`src/rtl/q_seq_pkg.sv`:
```
// Shared types and constants for the Q3..Q1 stimulus sequencer.
package q_seq_pkg;
  typedef enum logic [1:0] {IDLE, RUN, DONE} state_t;
  localparam int Q_W = 3;
  localparam logic [Q_W-1:0] Q_MAX = 3'd7;
  localparam logic [Q_W-1:0] Q_MIN = 3'd0;
endpackage

```
`src/rtl/q_gray_enc.sv`:
```
// Combinational 3-bit binary-to-Gray converter.
module q_gray_enc
  import q_seq_pkg::*;
(
  input  logic [Q_W-1:0] bin,
  output logic [Q_W-1:0] gray
);
  assign gray = bin ^ (bin >> 1);
endmodule

```
`src/rtl/q_seq_driver.sv`:
```
// Burst sequencer driving Q3..Q1 and wrap flag C; Gray output order exists
// only when Q_SEQ_GRAY_EN is defined, otherwise Q is always binary.
module q_seq_driver
  import q_seq_pkg::*;
#(
  parameter int LEN_W = 8
) (
  input  logic             Clk,
  input  logic             Reset,
  input  logic             Start,
  input  logic [LEN_W-1:0] Len,
  input  logic             Up,
  input  logic             Mode,
  input  logic             Load,
  input  logic [Q_W-1:0]   LoadVal,
  output logic             Q3,
  output logic             Q2,
  output logic             Q1,
  output logic             C,
  output logic             Busy,
  output logic             Done
);
  state_t           state, state_nxt;
  logic [Q_W-1:0]   cnt, cnt_nxt, step, q_src, q_enc, q_r;
  logic [LEN_W-1:0] rem, rem_nxt;
  logic             up_q, wrap, c_r, done_r, zlen_q, accept;

  assign accept = (state == IDLE) && Start && (Len != '0);
  assign step   = up_q ? cnt + 3'd1 : cnt - 3'd1;
  assign wrap   = up_q ? (cnt == Q_MAX) : (cnt == Q_MIN);

  always_comb begin
    state_nxt = state;
    cnt_nxt   = cnt;
    rem_nxt   = rem;
    case (state)
      IDLE: begin
        if (Start) begin
          if (Len != '0) begin
            state_nxt = RUN;
            rem_nxt   = Len;
          end else begin
            state_nxt = DONE;
          end
        end else if (Load) begin
          cnt_nxt = LoadVal;
        end
      end
      RUN: begin
        cnt_nxt = step;
        rem_nxt = rem - LEN_W'(1);
        if (rem == LEN_W'(1)) state_nxt = DONE;
      end
      DONE:    state_nxt = IDLE;
      default: state_nxt = IDLE;
    endcase
  end

  // During a step Q tracks the new count on the same edge; otherwise it
  // re-encodes the held count, so a Load shows one edge later.
  assign q_src = (state == RUN) ? step : cnt;

`ifdef Q_SEQ_GRAY_EN
  logic           mode_q;
  logic [Q_W-1:0] q_gray;

  q_gray_enc u_enc (.bin(q_src), .gray(q_gray));
  assign q_enc = mode_q ? q_gray : q_src;

  always_ff @(posedge Clk or posedge Reset) begin
    if (Reset)       mode_q <= 1'b0;
    else if (accept) mode_q <= Mode;
  end
`else
  logic unused_mode;
  assign unused_mode = Mode;
  assign q_enc       = q_src;
`endif

  always_ff @(posedge Clk or posedge Reset) begin
    if (Reset) begin
      state  <= IDLE;
      cnt    <= '0;
      rem    <= '0;
      up_q   <= 1'b1;
      q_r    <= '0;
      c_r    <= 1'b0;
      done_r <= 1'b0;
      zlen_q <= 1'b0;
    end else begin
      state  <= state_nxt;
      cnt    <= cnt_nxt;
      rem    <= rem_nxt;
      if (accept) up_q <= Up;
      q_r    <= q_enc;
      c_r    <= (state == RUN) && wrap;
      // A zero-length burst spends its DONE cycle before the pulse appears.
      zlen_q <= (state == IDLE) && Start && (Len == '0);
      done_r <= ((state == RUN) && (rem == LEN_W'(1))) || zlen_q;
    end
  end

  assign {Q3, Q2, Q1} = q_r;
  assign C    = c_r;
  assign Busy = (state == RUN);
  assign Done = done_r;
endmodule

```
`config.mk`:
```
export PLATFORM = sky130hd
export DESIGN_NAME = q_seq_driver
export DESIGN_NICKNAME = d
export VERILOG_FILES = /design/src/rtl/q_seq_pkg.sv /design/src/rtl/q_gray_enc.sv /design/src/rtl/q_seq_driver.sv
export SDC_FILE = /design/constraint.sdc
export NUM_CORES = 1
export LEC_CHECK = 0
export BUFFER_PORTS_ARGS = -buffer_cell sky130_fd_sc_hd__buf_4
export CORE_UTILIZATION = 53
export DETAILED_ROUTE_END_ITERATION = 10
export PLACE_DENSITY_LB_ADDON = 0.2
export SLEW_MARGIN = 30
export SYNTH_ARGS = -nofsm -noshare
export SYNTH_HDL_FRONTEND = slang
export SYNTH_SLANG_ARGS = --single-unit
```
`constraint.sdc`:
```
create_clock -name Clk -period 1.7 [get_ports Clk]
set_input_delay 0.34 -clock Clk [delete_from_list [all_inputs] [get_ports Clk]]
set_output_delay 0.34 -clock Clk [all_outputs]
set_load 0.03 [all_outputs]
```
-- After elaboration in Yosys (flattened, before gate mapping)
Cells that the tools add are included.
- register bits after elaboration: 20
- word-level logic and storage cells: 46
- add/subtract/negate cells: 3
- eq/ne operators: 8
- muxes and demuxes: 13
- reduce and logical (&&, ||, !) cells: 14
- operator list (operator ; count):
    8-bit 2-to-1 mux ; 2
    8-bit one-hot mux with 2 select lines ; 1
    3-bit 2-to-1 mux ; 4
    8-bit by 1-bit == test with 1-bit output (second input constant) ; 1
    8-bit zero test ; 1
    8-bit nonzero test ; 1
    8-bit by 1-bit subtractor with 8-bit output (second input constant) ; 1
    2-bit 2-to-1 mux ; 3
    2-bit != test (second input constant) ; 3
    3-bit one-hot mux with 2 select lines ; 1
    3-bit AND reduction ; 2
    1-bit logical AND ; 5
    2-bit by 1-bit != test with 1-bit output (second input constant) ; 2
    2-bit one-hot mux with 2 select lines ; 1
    3-bit by 1-bit adder with 3-bit output (second input constant) ; 1
    3-bit == test (second input constant) ; 1
    3-bit zero test ; 1
    3-bit by 1-bit subtractor with 3-bit output (second input constant) ; 1
    2-bit by 1-bit == test with 1-bit output (second input constant) ; 1
    2-bit zero test ; 1
    2-bit AND reduction ; 1
    2-bit nonzero test ; 1
    1-bit logical OR ; 1
    1-bit 2-to-1 mux ; 1

-- Depth between registers and ports, before layout
Gate-level depths: netlist of the first run.
- depth in word-level cells: 4
- depth in mapped cells: 6
- mapped depth without buffers: 6

-- Worst setup path after synthesis of the first run
Ideal clock, no wire load.
- path type: register to register
- from: register up_q
- to: register cnt[2]
- setup time: 0.127 ns
- data arrival time: 1.419 ns
- path slack: 0.154 ns
- cell stages (with the launch flop): 7
- buffers on the path: 0
- period minus slack after synthesis: 1.546 ns
- cell sequence: dfstp_2 > inv_1 > fa_1 > xnor2_1 > nand3b_1 > o211ai_1 > a21oi_1
- cells in the longest elaborated chain, start to end: 2
- ends and longest elaborated chain (what ; line ; text):
    start: declaration ; q_seq_driver.sv:26 ; logic up_q, wrap, c_r, done_r, zlen_q, accept;
    start signal: assignment ; q_seq_driver.sv:94 ; if (accept) up_q <= Up;
    3-bit 2-to-1 mux ; q_seq_driver.sv:29 ; assign step = up_q ? cnt + 3'd1 : cnt - 3'd1;
    3-bit one-hot mux with 2 select lines ; q_seq_driver.sv:36 ; case (state)
    end signal: assignment ; q_seq_driver.sv:92 ; cnt <= cnt_nxt;
    end: declaration ; q_seq_driver.sv:24 ; logic [Q_W-1:0] cnt, cnt_nxt, step, q_src, q_enc, q_r;
Every way passes these cells.
A chain may end at the register's enable or synchronous reset.

-- Final worst setup path of the first run
Same ends and word-level chain as after synthesis.

==> results.ini, run 1 <==
[run_status]
outcome = finished clean

[sta]
fin_crit_sh_pct = 93.8
max_slew_margin_pct = 71.0
rsz0062_at_grt = false
fin_crit_ns = 1.59
setup_violations = 0
tightest_slew_ns = 0.431
max_freq_mhz = 627
hold_viol = 0
fin_worst_skew_ns = 0.00267
setup-tns-final_ns = 0
final-max-slew-violation-count = 0

[synthesis]
syn_area_um2 = 1110
ys_async_sr_fraction_pct = 100
yosysWarnings = 0
ys.flop_type = dfrtp_1
netlist_instances = 115
syn_nets = 135
synth_edf_count = 0
synth-seq-cells = 20
synth.yosys.seq_area_share_pct = 45.0
avgSynthCellArea_um2 = 9.69
yosysUniqueCellTypes = 42

[placement]
dpl.hpwl_um = 1720
gp_congestion = 0.791
dpl-instance-area_um2 = 1350
port_buffers = 21

[finish]
fillers = 152
area_growth_pct = 25.0
final_common_cell = buf_4
antennaDiodeCount = 0
drive_above_1_share_pct = 30.3
fin_nets = 166
finalInstanceArea_um2 = 1390
layout_common_cells = buf_4 (29), dfrtp_1 (19), nand2_1 (16)

[drt]
drt_pass1_iterations = 4
vias = 929
wirelength_um = 2250
drcViolationCount = 0
drt-initial-drc-count = 18
via_per_inst = 5.40
wire_per_inst_um = 13.1
postRouteAntennaNets = 0

[grt]
grt_pass1_vias = 819
grt_pass1_wl_um = 3560
antenna_found_initial = 0
grt-ovfl-total = 0
grt_max_degree = 21
grtUsageTotal_pct = 23.4

[setup_path]
cp.required_ns = 1.90
rr_worst_depth = 6
reg2reg_slack_ns = 0.11
end_kind = flop
crit_path_start_kind = flop
crit_type = reg -> reg
crit_fanout = 3
max_stage_delay_ns = 0.55
path_cells = inv_1 > fa_1 > xnor2_2 > nand3b_1 > o211ai_1 > a21oi_1
r2r_start = up_q
slowest_stage = dfstp_2
r2r_end = cnt[2]
critical_path_arrival_ns = 1.79

[clocking]
cts_setup_buffers = 0
worstSkewPairLatency_ns = 0.30
clock_sinks = 20
h-tree-depth = 1
clk_pin_slew_ns = 0.11
clockRootBuffer = clkbuf_4
cts_tree = yes
cts_max_path_buffers = 2
holdBufCountCts = 0
cts_made_buffers = 3
post_cts_resized = 0

[floorplanning]
ios = 23
fp.dieW_um = 47.9
die_area_um2 = 2290
core_um2 = 1960
initial_core_util_pct = 56.8
num_rows = 16
die_h_um = 47.9

[power_and_ir_drop]
p_per_area_nw_per_um2 = 1780
leakage_nw = 0.635
peakVddDrop_mv = 1.04
total_power_mw = 2.48

[run]
maxCapViolCount = 0

[hold_path]
hold_class = in -> async

==> critical path: cells and delay by family, from the launching register on <==
family,cells,cell delay [ns]
flip-flops,1,0.55
adder cells (fa/ha/maj),1,0.40
XOR/XNOR,1,0.20
AO/OA/AOI/OAI,2,0.19
AND/OR/NAND/NOR,1,0.10
buffers and inverters,1,0.05
==> synth_stat cells (all sizes together), types with 2 or more instances <==
cell	count	share of area, %
nand2	17	5.9
nor3	2	0.90
buf	2	1.1
ha	2	2.2
xnor2	3	2.4
a21oi	8	3.6
or4	3	2.7
nand3	4	1.8
nand2b	2	1.1
dfrtp	19	43
nor2	7	2.4
nor2b	4	2.2
nand3b	3	2.0
o211ai	6	4.0
o21ai	6	3.7
nor3b	2	2.4
inv	5	1.7
==> layout make-up <==
type	instances	area, um^2	area share, %
sequential	20	502	36.0
inverter	6	27.5	1.97
tap	27	33.8	2.42
timing repair buffer	29	218	15.6
multi-input combinational	86	577	41.4
clock buffer	4	36.3	2.60
==> cell families after synthesis <==
group / after synthesis / share of synthesized area [%]
simple gates: 50 / 25.4
compound gates: 28 / 17.2
xor+xnor: 4 / 3.14
buf+inv: 9 / 3.93
mux: 1 / 1.35
fa+ha+maj: 3 / 4.04
flops: 20 / 45.0
==> worst max-delay path by stage <==
| stage | startpoint | endpoint | slack (ns) | depth (start not counted) |
|---|---|---|---|---|
| 6_report | up_q | cnt[2] | 0.11 | 6 |
| 5_1_grt | up_q | cnt[2] | 0.02 | 6 |
| 4_1_cts | up_q | cnt[2] | 0.05 | 6 |
| 3_5_place_dp | Len[2] | rem[6] | 0.04 | 6 |
| 3_3_place_gp | Len[2] | rem[3] | 0.08 | 6 |
| 2_1_floorplan | up_q | cnt[2] | 0.15 | 6 |
==> power by group <==
| part | internal (mW) | switching (mW) |
|---|---|---|
| Combinational | 0.619 | 0.667 |
| Clock | 0.131 | 0.149 |
| Sequential | 0.706 | 0.211 |
| Total | 1.46 | 1.03 |
==> sequential cells by signal, summed over array words and instances, names as in the netlist <==
register / count
Done: 1
zlen_q: 1
q_r: 3
cnt: 3
state: 2
up_q: 1
rem: 8
C: 1
==> per-stage QoR <==
step                      setup slack, ns  hold WS (ns)  utilization (%)  std cells
after global routing               0.0191        0.0769             71.0        172
final                               0.106        0.0453             71.0        172
after detailed placement           0.0360         0.389             68.8        168
after floorplan                     0.154         0.303                -        115
after CTS                          0.0451        0.0427             70.7        172
after global placement             0.0830         0.390             68.8        168
==> metal layers <==
metal / GRT usage [%] / wire length, um
met5: 0 / 0
met4: 10.0 / 23
met3: 4.53 / 112
met2: 37.8 / 1030
met1: 30.4 / 1080
Note: power is estimated with default switching activity, not from simulation.
==> run 2, diff against run 1 <==
--- a/config.mk
+++ b/config.mk
@@ -8,7 +8,7 @@
 export BUFFER_PORTS_ARGS = -buffer_cell sky130_fd_sc_hd__buf_4
 export CORE_UTILIZATION = 53
 export DETAILED_ROUTE_END_ITERATION = 10
-export PLACE_DENSITY_LB_ADDON = 0.2
+export PLACE_DENSITY = 0.87
 export SLEW_MARGIN = 30
 export SYNTH_ARGS = -nofsm -noshare
 export SYNTH_HDL_FRONTEND = slang
==> run 2 against run 1 <==
Compared with the run above:
- critical path depth did not move
- utilization shrank 0.38 points
- clock skew is 0.0044 ns higher
- sequential power up 0.8%
- non-clock buffer count shrank 1
- cell count fell by 0.58%
- wire length rose by 9.5%
- sequential share of layout area rose by 0.19 points
- combinational power about the same
- count of clock-buffer cells in the layout did not move
- via count grew 7.2%
- first-iteration DRC count is 61% higher
==> results.ini, run 2 (same netlist as run 1, synthesis figures left out) <==
[run_status]
outcome = finished clean

[finish]
antennaDiodeCount = 0  ; unchanged
drive_above_1_share_pct = 29.9  ; -0.48 points
largest_reg_flops = 8  ; unchanged
area_growth_pct = 24.4
final_common_cell = buf_4
fin_nets = 165  ; -0.60%
stdcell_count = 171  ; -0.58%
top_register = rem
finalInstanceArea_um2 = 1390  ; -0.54%
largestRegisters = rem (8), cnt (3), q_r (3)
final_core_util_pct = 70.7  ; -0.38 points
layout_common_cells = buf_4 (28), dfrtp_1 (19), nand2_1 (16)

[setup_path]
reg2reg_slack_ns = 0.11  ; about the same
crit_type = reg -> reg
cp.required_ns = 1.89  ; about the same
r2r_start = up_q
r2r_end = cnt[2]
crit_path_start_kind = flop
end_kind = flop
crit_fanout = 3  ; unchanged
rr_worst_depth = 6  ; unchanged
critical_path_arrival_ns = 1.79  ; about the same

[drt]
drcViolationCount = 0  ; unchanged
vias = 996  ; +7.2%
drt-initial-drc-count = 29  ; +11
via_per_inst = 5.82  ; +7.8%
wire_per_inst_um = 14.4  ; +10%
wirelength_um = 2460  ; +9.5%
postRouteAntennaNets = 0  ; unchanged
drt_pass1_iterations = 5  ; +1

[sta]
hold_viol = 0  ; unchanged
fin_crit_sh_pct = 93.8  ; about the same
fin_worst_skew_ns = 0.00709  ; +0.00441 ns
setup_slack_ns = 0.105  ; -0.000451 ns
hold-worst-slack_ns = 0.0466  ; +0.00131 ns
final-max-slew-violation-count = 0  ; unchanged
fin_crit_ns = 1.59  ; +0.000451 ns
max_freq_mhz = 627  ; about the same
max_slew_margin_pct = 65.9  ; -5.1 points
setup-tns-final_ns = 0  ; unchanged
setup_violations = 0  ; unchanged
tightest_slew_ns = 0.507  ; +0.0758 ns
rsz0062_at_grt = false

[placement]
dpl.hpwl_um = 1790  ; +4.2%
place_inst = 167  ; -0.60%
gp_congestion = 0.812  ; +2.7%
dpl-instance-area_um2 = 1340  ; -0.56%
port_buffers = 21  ; unchanged
dp_slack_ns = 0.0324  ; -0.00358 ns

[clocking]
clk_pin_slew_ns = 0.12  ; about the same
cts_made_buffers = 3  ; unchanged
clock_sinks = 20  ; unchanged
clockRootBuffer = clkbuf_4
cts_max_path_buffers = 2  ; unchanged
cts_tree = yes
worstSkewPairLatency_ns = 0.30  ; about the same
h-tree-depth = 1  ; unchanged

[hold_path]
hold_class = in -> async

[power_and_ir_drop]
switching_share_pct = 42.0  ; +0.68 points
total_power_mw = 2.50  ; +0.91%
peakVddDrop_mv = 1.06  ; +1.7%
switchingPower_mw = 1.05  ; +2.6%
intPower_mw = 1.45  ; -0.25%
p_per_area_nw_per_um2 = 1810  ; +1.5%
leakage_nw = 0.630  ; -0.67%
power.share.sequential_pct = 36.9  ; about the same
p_clk_share_pct = 11.1  ; -0.2 points
p_comb_share_pct = 52.0  ; +0.2 points

[grt]
grt_max_degree = 21  ; unchanged
grt_pass1_wl_um = 3590  ; +0.79%
grtUsageTotal_pct = 22.8  ; -0.56 points
antenna_found_initial = 0  ; unchanged
grt_pass1_vias = 855  ; +4.4%
grt-ovfl-total = 0  ; unchanged

[floorplanning]
die_area_um2 = 2290  ; unchanged
fp.dieW_um = 47.9  ; unchanged
initial_core_util_pct = 56.8  ; unchanged
die_h_um = 47.9  ; unchanged
ios = 23  ; unchanged
num_rows = 16  ; unchanged
core_um2 = 1960  ; unchanged

[run]
maxCapViolCount = 0  ; unchanged

==> run 2: changes by cell type in the layout (fill, tap and decap cells not counted), sizes merged <==
cell,delta
buf,-1
==> run 2: power groups by stage <==
stage / combinational, mW / sequential [mW] / clock, mW
after floorplan: 0.805 / 0.994 / 0
after global placement: 1.19 / 0.913 / 0
after detailed placement: 1.25 / 0.929 / 0
after CTS: 1.26 / 0.918 / 0.282
after global routing: 1.44 / 0.952 / 0.302
final: 1.30 / 0.923 / 0.279
==> run 2: worst max-delay path by stage <==
stage	startpoint	endpoint	slack, ns
after floorplan	up_q	cnt[2]	0.15
after global placement	Len[2]	rem[1]	0.05
after detailed placement	Len[2]	state[1]	0.03
after CTS	up_q	cnt[2]	0.08
after global routing	up_q	cnt[2]	0.01
final	up_q	cnt[2]	0.11
==> run 2: metal layers <==
| metal | global-route usage, % | up-vias | routed length, um |
|---|---|---|---|
| met2 | 38.4 | 33 | 1250 |
| met1 | 27.5 | 486 | 1050 |
| li1 | - | 473 | - |
| met5 | 0 | - | 0 |
| met3 | 6.79 | 4 | 125 |
| met4 | 8.33 | 0 | 36 |
==> run 2: final cells by class <==
| cell class | count | area (um^2) |
|---|---|---|
| inverters | 6 | 27.5 |
| well taps | 27 | 33.8 |
| multi-input cells | 86 | 577 |
| flip-flops and latches | 20 | 502 |
| clock buffers | 4 | 36.3 |
| fillers | 145 | 576 |
| repair buffers | 28 | 210 |
==> run 2: timing repair <==
| action | in CTS | in global routing |
|---|---|---|
| hold buffers | 0 | 0 |
| setup buffers | 0 | 0 |
| gates resized for setup | 0 | 1 |
| setup endpoints to repair | 0 | 1 |
==> run 2: critical path: stages, from the launching register on <==
cell and delay [ns]:
dfstp_2 0.55, inv_1 0.05, fa_1 0.40, xnor2_2 0.20, nand3b_1 0.10, o211ai_1 0.10
a21oi_1 0.08
==> run 3, diff against run 2 <==
--- a/config.mk
+++ b/config.mk
@@ -5,7 +5,7 @@
 export SDC_FILE = /design/constraint.sdc
 export NUM_CORES = 1
 export LEC_CHECK = 0
-export BUFFER_PORTS_ARGS = -buffer_cell sky130_fd_sc_hd__buf_4
+export BUFFER_PORTS_ARGS = -buffer_cell sky130_fd_sc_hd__buf_2
 export CORE_UTILIZATION = 53
 export DETAILED_ROUTE_END_ITERATION = 10
 export PLACE_DENSITY = 0.87
==> run 3 against run 2 <==
Compared with the run above:
- sequential cell count did not move
- setup slack got worse by 0.047 ns
- critical path depth fell by 3
- sequential share of layout area rose by 1.7 points
- via count fell by 4.9%
- total power fell by 4.9%
- critical endpoint is now Busy
==> results.ini, run 3 (same netlist as run 1, synthesis figures left out) <==
[placement]
gp_congestion = 0.842  ; +3.6%
dpl.hpwl_um = 1730  ; -3.5%
dpl-instance-area_um2 = 1290  ; -3.9%
place_inst = 167  ; unchanged
port_buffers = 21  ; unchanged

[setup_path]
critical_path_arrival_ns = 1.30  ; -0.49 ns
path_delay_family = flip-flops
slowest_stage = dfrtp_1
reg2reg_slack_ns = 0.13  ; +0.02 ns
rr_worst_depth = 6  ; unchanged
r2r_end = cnt[2]
max_stage_delay_ns = 0.46  ; -0.09 ns
crit_cells = 3  ; -3
crit_fanout = 8  ; +5
end_kind = output pin
path_cells = nand2b_1 > clkinv_4 > buf_2
path_buf_inv = 2  ; +1
r2r_start = up_q
crit_path_start_kind = flop
crit_type = reg -> out
cp.required_ns = 1.36  ; -0.53 ns

[floorplanning]
die_area_um2 = 2290  ; unchanged
num_rows = 16  ; unchanged
ios = 23  ; unchanged
initial_core_util_pct = 56.8  ; unchanged
fp.dieW_um = 47.9  ; unchanged
core_um2 = 1960  ; unchanged
die_h_um = 47.9  ; unchanged

[clocking]
clk_pin_slew_ns = 0.11  ; about the same
post_cts_resized = 0  ; unchanged
cts_made_buffers = 3  ; unchanged
holdBufCountCts = 0  ; unchanged
clockRootBuffer = clkbuf_4
clock_sinks = 20  ; unchanged
h-tree-depth = 1  ; unchanged
worstSkewPairLatency_ns = 0.31  ; about the same
cts_max_path_buffers = 2  ; unchanged
cts_tree = yes
cts_setup_buffers = 0  ; unchanged

[finish]
stdcell_count = 171  ; unchanged
largestRegisters = rem (8), cnt (3), q_r (3)
top_register = rem
final_common_cell = buf_2
finalInstanceArea_um2 = 1320  ; -4.5%
largest_reg_flops = 8  ; unchanged
layout_common_cells = buf_2 (21), dfrtp_1 (19), nand2_1 (16)
area_growth_pct = 18.7
fin_nets = 165  ; unchanged
antennaDiodeCount = 0  ; unchanged
drive_above_1_share_pct = 29.2  ; -0.69 points

[power_and_ir_drop]
p_comb_share_pct = 51.6  ; -0.4 points
p_per_area_nw_per_um2 = 1800  ; -0.41%
p_clk_share_pct = 9.8  ; -1.3 points
peakVddDrop_mv = 0.963  ; -9.3%
intPower_mw = 1.37  ; -5.9%
switchingPower_mw = 1.02  ; -3.6%
leakage_nw = 0.607  ; -3.7%
switching_share_pct = 42.6  ; +0.58 points
power.share.sequential_pct = 38.6  ; +1.7 points

[sta]
setup-tns-final_ns = 0  ; unchanged
tightest_slew_ns = 0.398  ; -0.109 ns
setup_violations = 0  ; unchanged
fin_crit_sh_pct = 96.6  ; +2.8 points
rsz0062_at_grt = false
fin_crit_ns = 1.64  ; +0.0469 ns
hold_viol = 0  ; unchanged
final-max-slew-violation-count = 0  ; unchanged
max_slew_margin_pct = 73.4  ; +7.5 points
max_freq_mhz = 609  ; -2.9%
fin_worst_skew_ns = 0.0148  ; +0.00775 ns

[drt]
vias = 947  ; -4.9%
wirelength_um = 2300  ; -6.7%
drcViolationCount = 0  ; unchanged
wire_per_inst_um = 13.4  ; -6.7%
via_per_inst = 5.54  ; -4.9%
drt_pass1_iterations = 6  ; +1
drt-initial-drc-count = 19  ; -34%
postRouteAntennaNets = 0  ; unchanged

[grt]
antenna_found_initial = 0  ; unchanged
grt_max_degree = 21  ; unchanged
grt_pass1_wl_um = 3590  ; unchanged
grtUsageTotal_pct = 23.2  ; +0.37 points
grt-ovfl-total = 0  ; unchanged
grt_pass1_vias = 821  ; -4.0%

[hold_path]
hold_class = in -> async

[run]
maxCapViolCount = 0  ; unchanged

[run_status]
outcome = finished clean

[run 3: stage by stage]
stage | power [mW] | setup WS, ns | util (%) | hold slack, ns
6_report | 2.38 | 0.0583 | 67.5 | 0.0328
4_1_cts | 2.36 | 0.0580 | 67.1 | 0.0402
3_3_place_gp | 2.06 | 0.0542 | 65.8 | 0.373
3_5_place_dp | 2.12 | 0.0425 | 65.8 | 0.377
2_1_floorplan | 1.80 | 0.154 | - | 0.303
5_1_grt | 2.60 | 0.00479 | 67.5 | 0.0614
[run 3: layout make-up]
class | count | area, um^2
clock buffer | 4 | 26.3
sequential | 20 | 502
timing repair buffer | 28 | 158
tap | 27 | 33.8
multi-input combinational | 86 | 577
inverter | 6 | 27.5
fill | 164 | 638
[run 3: worst min-delay path: cells and delay by family]
| kind | cells | cell delay (ns) |
|---|---|---|
| buffers and inverters | 3 | 0.40 |
[run 3: worst max path at each step]
stage | startpoint | end
finish | state[1] | Busy
global route | state[1] | Busy
CTS | state[1] | Busy
detailed placement | Len[2] | state[1]
global placement | Len[2] | up_q
floorplan | up_q | cnt[2]
[run 3: power by group through the flow]
stage | combinational, mW | sequential [mW] | clock (mW)
3_5_place_dp | 1.20 | 0.926 | 0
2_1_floorplan | 0.805 | 0.994 | 0
5_1_grt | 1.39 | 0.953 | 0.257
6_report | 1.23 | 0.919 | 0.234
3_3_place_gp | 1.15 | 0.911 | 0
4_1_cts | 1.20 | 0.917 | 0.240
[run 3: metal layers]
layer  track usage [%]  share of wire [%]  vias to the layer above
met5                 0                  0                        -
met4              11.1                2.2                        0
met3              4.91                4.4                        4
met2              33.5                 47                       30
met1              32.9                 47                      448
li1                  -                  -                      465
